## src/rtl/interrupt_judge.sv

```systemverilog
// interrupt_judge: machine-level interrupt arbiter for the fetch stage.
// Combines raw interrupt lines with mstatus/mie/mip, the timer compare and
// the privilege mode, and registers a take-interrupt flag plus the mcause
// value. Priority is external > software > timer.
module interrupt_judge (
   input  logic        clk,
   input  logic        rst,
   input  logic [1:0]  priviledgeMode,
   input  logic        trint,
   input  logic        swint,
   input  logic        exint,
   input  logic [63:0] mstatus,
   input  logic [63:0] mtimecmp,
   input  logic [63:0] mcycle,
   input  logic [63:0] mip,
   input  logic [63:0] mie,
   output logic        intEn,
   output logic [63:0] exception
);

   localparam logic [63:0] CAUSE_EXT = 64'h8000_0000_0000_000B;
   localparam logic [63:0] CAUSE_SW  = 64'h8000_0000_0000_0003;
   localparam logic [63:0] CAUSE_TM  = 64'h8000_0000_0000_0007;

   logic        sw_p, tm_p, ex_p;
   logic        sw_e, tm_e, ex_e;
   logic        glob_en;
   logic        int_en_d, int_en_q;
   logic [63:0] cause_d, cause_q;

   // Only MIE, MSIP/MTIP/MEIP and MSIE/MTIE/MEIE matter; the rest is ignored.
   logic        unused_bits;
   assign unused_bits = ^{mstatus[63:4], mstatus[2:0],
                          mip[63:12], mip[10:8], mip[6:4], mip[2:0],
                          mie[63:12], mie[10:8], mie[6:4], mie[2:0]};

   // Pending/enable terms, global gating and fixed-priority cause selection.
   always_comb begin
      sw_p = swint | mip[3];
      tm_p = trint | mip[7] | (mcycle >= mtimecmp);
      ex_p = exint | mip[11];

      sw_e = sw_p & mie[3];
      tm_e = tm_p & mie[7];
      ex_e = ex_p & mie[11];

      // U and S are always interruptible by M-level; reserved mode 2 acts as M.
      glob_en = (priviledgeMode[1] == 1'b0) ? 1'b1 : mstatus[3];

      int_en_d = glob_en & (ex_e | sw_e | tm_e);
      cause_d  = '0;
      if (int_en_d) begin
         if (ex_e)      cause_d = CAUSE_EXT;
         else if (sw_e) cause_d = CAUSE_SW;
         else           cause_d = CAUSE_TM;
      end
   end

   // Register the decision; asynchronous reset clears both outputs.
   always_ff @(posedge clk or posedge rst) begin
      if (rst) begin
         int_en_q <= 1'b0;
         cause_q  <= '0;
      end else begin
         int_en_q <= int_en_d;
         cause_q  <= cause_d;
      end
   end

   assign intEn     = int_en_q;
   assign exception = cause_q;

endmodule

```

## config.mk

```make
export PLATFORM = sky130hd
export DESIGN_NAME = interrupt_judge
export DESIGN_NICKNAME = d
export VERILOG_FILES = /design/src/rtl/interrupt_judge.sv
export SDC_FILE = /design/constraint.sdc
export NUM_CORES = 1
export LEC_CHECK = 0
export BUFFER_PORTS_ARGS = -buffer_cell sky130_fd_sc_hd__buf_2
export CAP_MARGIN = 10
export CELL_PAD_IN_SITES_DETAIL_PLACEMENT = 0
export CELL_PAD_IN_SITES_GLOBAL_PLACEMENT = 1
export CORE_AREA = 2 2 154 156
export CTS_BUF_LIST = sky130_fd_sc_hd__clkbuf_16
export DETAILED_ROUTE_END_ITERATION = 6
export DIE_AREA = 0 0 156 158
export PLACE_DENSITY_LB_ADDON = 0.1
export SLEW_MARGIN = 20
export SYNTH_ARGS = -nofsm -noshare
export SYNTH_HDL_FRONTEND = slang
export SYNTH_SLANG_ARGS = --single-unit
export TNS_END_PERCENT = 100
```

## constraint.sdc

```tcl
create_clock -name clk -period 0.8 [get_ports clk]
set_clock_uncertainty 0.15 [all_clocks]
set_input_delay 0 -clock clk [delete_from_list [all_inputs] [get_ports clk]]
set_output_delay 0 -clock clk [all_outputs]
set_load 0.05 [all_outputs]
```

---- Word-level counts from Yosys, hierarchy flattened ----
Index checks and enable logic that the tools add are counted.
word-level totals
  register bits after elaboration ......... 65
  input port bits ......................... 327
  output and inout port bits .............. 65
  word-level logic and storage cells ...... 17
operators by class
  magnitude comparators ................... 1
  mux-type cells .......................... 4
  bitwise logic cells ..................... 10
operators with widths
  cell                                number
  64-bit greater-or-equal comparator  1
  64-bit 2-to-1 mux                   1
  1-bit bitwise OR                    6
  1-bit bitwise AND                   4
  4-bit 2-to-1 mux                    1
  3-bit 2-to-1 mux                    1
  1-bit 2-to-1 mux                    1

---- Depth between registers and ports, before layout ----
  depth after elaboration ................. 6
  depth in mapped cells ................... 8

---- Worst setup path before layout ----
OpenSTA, ideal clock, no wires.
  path kind ............................... input to register
  from .................................... input mtimecmp[7]
  to ...................................... register cause_q[1], in the netlist exception[1]
  library setup time ...................... 0.140 ns
  arrival time ............................ 1.468 ns
  required time ........................... 0.510 ns
  path slack .............................. -0.958 ns
  stages .................................. 8
  path buffers ............................ 0
  path through ............................ inv_1 ha_1 a21oi_1 o21ai_0 a221o_1 or3_1 a32oi_1 a22oi_1
on the way
  word-level cells in the longest chain between the ends .. 6
ends and longest elaborated chain
  element                             line  source
  start: declaration                  13    input logic [63:0] mtimecmp,
  64-bit greater-or-equal comparator  40    tm_p = trint | mip[7] | (mcycle >= mtimecmp);
  1-bit bitwise OR                    40
  1-bit bitwise AND                   44    tm_e = tm_p & mie[7];
  1-bit bitwise OR                    50    int_en_d = glob_en & (ex_e | sw_e | tm_e);
  1-bit bitwise AND                   50
  64-bit 2-to-1 mux                   52    if (int_en_d) begin
  end signal: assignment              66    cause_q <= cause_d;
  end: declaration                    29    logic [63:0] cause_d, cause_q;
No other way between the ends.

---- Final worst setup path ----
  from .................................... input mtimecmp[38]
  to ...................................... register cause_q[1], in the netlist exception[1]
Same word-level chain as after synthesis.

==> out/results.txt <==
The flow ran to the end, but the final reports show violations. The final reports fail on negative hold slack, negative setup slack. After detailed routing, the average wire length per cell comes to 11.11 microns.

The count of TritonRoute iterations in the first routing pass was 4; the via count of the first global-routing pass was 2465. After synthesis, the netlist uses 38 different library cells. Relative to the synthesized area, the layout overhead comes to 79.58%. The final RePlAce weighted congestion was 0.7248. The aggregate routed wire length is 8.629 mm. The share of post-route cells with drive strength above 1 is 0.5236, and the number of rows in the core area is 56. The run gives 2.110 nW as the leakage component of the power. The core box area was 23050 sq um; the count of antenna diodes in the layout was 0. After global routing the overflow that remains totals 0. The floorplan step defined a die boundary enclosing 24650 sq um. The antenna violation net count after detailed routing came out at 0. For this design the top-level I/O count stands at 392. The cell count after synthesis came out at 308. The floorplan step set the die height to 158 microns.

The run gives 1 as the H-tree level count. The design draws 3.376 mW. TritonCTS built the clock tree. The total global routing track utilization came out at 0.06369. The count of unresolved DRC violations after routing is 0.

The minimum period implied by the final worst setup slack was 1705 ps. Setup repair after global routing could not meet its margin everywhere. In this run, the number of DRC markers left after iteration 0 of detailed routing was 46. The library cell used most frequently in the layout, excluding fill and tap cells, is sky130_fd_sc_hd__buf_2.

Timing analysis after detailed placement gives a worst setup slack of -1380 ps. The worst setup path is launched from an input port. The floorplan step set the die width to 156 microns.

The synthesized design contains 0 enable-type register cells. The number of clock buffers added by TritonCTS is 3. Static timing analysis puts the maximum clock frequency at 0.5864 GHz. The number of buffers inserted by port buffering is 146, and the maximum clock path buffer count is 2. The tools report the fill cell total of the finished layout as 2630. Initial antenna violation count: 0.

After synthesis the netlist holds a flip-flop and latch count of 3. In the routed layout, each cell is associated on average with a via count of 3.160. The worst-case IR drop observed on VDD is 0.7450 mV. The top cell types in the final layout, fill and taps aside, are sky130_fd_sc_hd__buf_2 (119), sky130_fd_sc_hd__conb_1 (59), sky130_fd_sc_hd__inv_1 (42). The tools report the number of hold buffers added after CTS as 1.

STA puts the critical path data arrival time at 1690 ps. The Yosys warning count is 0. The tools report the final-report hold violation count as 3. Entering global routing, the biggest net connects 5 pins. The tools report the initial core utilization as 0.09808. For the max-cap violation count, the log shows 0. The class of the most critical hold timing path is input port to flop.

The highest fanout seen on the critical path is 3. The total clock sinks was 3; the share of flip-flops with an asynchronous set or reset was 1.000. Detailed placement finished with a half-perimeter wire length of 8.237 mm. The register with the most flip-flops in the layout has 3 of them.

The final critical-path setup slack is -905.3 ps. The mapped netlist covers 2261 sq um. The routed layout has 2455 vias. The wire length of the first global-routing pass is 12.45 mm, and the cell count of the worst hold path is 3.

The share of synthesized area occupied by flip-flops and latches is 0.03320, and the mean instance size in the synthesized netlist is 7.341 sq um. The total power density per cell area came out at 831.6 nW/um^2. Fraction of the cycle the final worst path needs: 2.132.

The cell sitting at the root of the clock tree is a sky130_fd_sc_hd__clkbuf_16. The critical path is of the input port to flop type. Clock-pin slew was measured on the worst setup and hold paths at 30 ps.

The number of nets in the layout came out at 879. STA puts the critical path data required time at 780 ps. Most instantiated flip-flop cell in the synthesis netlist: sky130_fd_sc_hd__dfrtp_1. The worst slack on hold paths was -85.11 ps. The number of max-slew violations in the final report was 0.

Setup violations remaining at the end of the flow were counted as 8. Capturing element type of the critical path: a flop.
[area by class of cell]
| type | instances | area [sq um] | area share |
|---|---|---|---|
| tap | 290 | 362.8 | 0.08937 |
| clock inverter | 1 | 3.754 | 0.0009245 |
| timing repair buffer | 179 | 1154 | 0.2841 |
| multi-input combinational | 235 | 2116 | 0.5211 |
| sequential | 3 | 76.32 | 0.01880 |
| clock buffer | 3 | 75.07 | 0.01849 |
| inverter | 66 | 272.8 | 0.06718 |
[critical path, stage by stage]
cell                      delay [ps]
sky130_fd_sc_hd__buf_2            70
sky130_fd_sc_hd__inv_1            50
sky130_fd_sc_hd__ha_4            270
sky130_fd_sc_hd__nand4_2         130
sky130_fd_sc_hd__nor4_2          280
sky130_fd_sc_hd__buf_4           160
sky130_fd_sc_hd__nand4_1         100
sky130_fd_sc_hd__or2_1           280
sky130_fd_sc_hd__and4_1          190
sky130_fd_sc_hd__a22oi_1         150
[what timing repair did]
item                       4_1_cts  5_1_grt
setup endpoints to repair        8        8
pin swaps                       18       12
hold endpoints to repair         5        1
resized for setup               42       28
setup buffers                    3        1
[power breakdown]
group          internal, mW  switching [mW]  leakage, nW  total [mW]
logic                 0.968            1.45         2.03        2.42
registers             0.166          0.0151       0.0364       0.181
clock network         0.644           0.129       0.0423       0.772
total                  1.78            1.60         2.11        3.38
[final timing paths]
| check | startpoint | to | slack [ps] |
|---|---|---|---|
| max | mtimecmp[38] | exception[1]$_DFF_PP0_ | -910 |
| min | mie[7] | exception[2]$_DFF_PP0_ | -90 |
| min in group asynchronous | rst | exception[3]$_DFF_PP0_ | 60 |
| max in group asynchronous | rst | exception[1]$_DFF_PP0_ | 290 |
[synthesized netlist by cell type (2+ instances only)]
cell type / n / area share
sky130_fd_sc_hd__a2111oi_0: 2 / 0.0077
sky130_fd_sc_hd__a21oi_1: 26 / 0.058
sky130_fd_sc_hd__a221oi_1: 2 / 0.0077
sky130_fd_sc_hd__and4_1: 3 / 0.012
sky130_fd_sc_hd__buf_4: 62 / 0.21
sky130_fd_sc_hd__dfrtp_1: 3 / 0.033
sky130_fd_sc_hd__ha_1: 64 / 0.35
sky130_fd_sc_hd__inv_1: 66 / 0.11
sky130_fd_sc_hd__nand2_1: 21 / 0.035
sky130_fd_sc_hd__nand2b_1: 2 / 0.0055
sky130_fd_sc_hd__nand3_1: 5 / 0.011
sky130_fd_sc_hd__nand4_1: 7 / 0.019
sky130_fd_sc_hd__nand4_2: 3 / 0.017
sky130_fd_sc_hd__nor2_1: 7 / 0.012
sky130_fd_sc_hd__nor3_1: 3 / 0.0066
sky130_fd_sc_hd__nor4_1: 2 / 0.0055
sky130_fd_sc_hd__o21ai_0: 8 / 0.018
sky130_fd_sc_hd__o21ai_1: 2 / 0.0044
[stage by stage]
| step | TNS, ps | util | cell area [sq um] | std cells |
|---|---|---|---|---|
| detailed placement | -2781 | 0.1560 | 3596 | 768 |
| global route | -3056 | 0.1761 | 4060 | 777 |
| global placement | -2904 | 0.1560 | 3596 | 768 |
| CTS | -2800 | 0.1697 | 3911 | 776 |
| floorplan | -2030 | - | 2780 | 366 |
| finish | -2694 | 0.1761 | 4060 | 777 |
[metal layers]
layer,vias to the layer above,share of wire,global-route usage
met5,-,0,0
met4,0,0,0.001311
met3,0,0.091,0.01834
met2,125,0.45,0.1079
met1,1049,0.46,0.08498
li1,1281,-,-
[kinds of logic after synthesis]
family                     after synthesis  synth area share
buffers and inverters                  128            0.3154
adders and majority gates               64            0.3542
and+or+nand+nor                         61            0.1594
AOI/OAI and AO/OA                       51            0.1361
DFF                                      3           0.03320
other                                    1          0.001659
(Power assumes the default switching activity.)
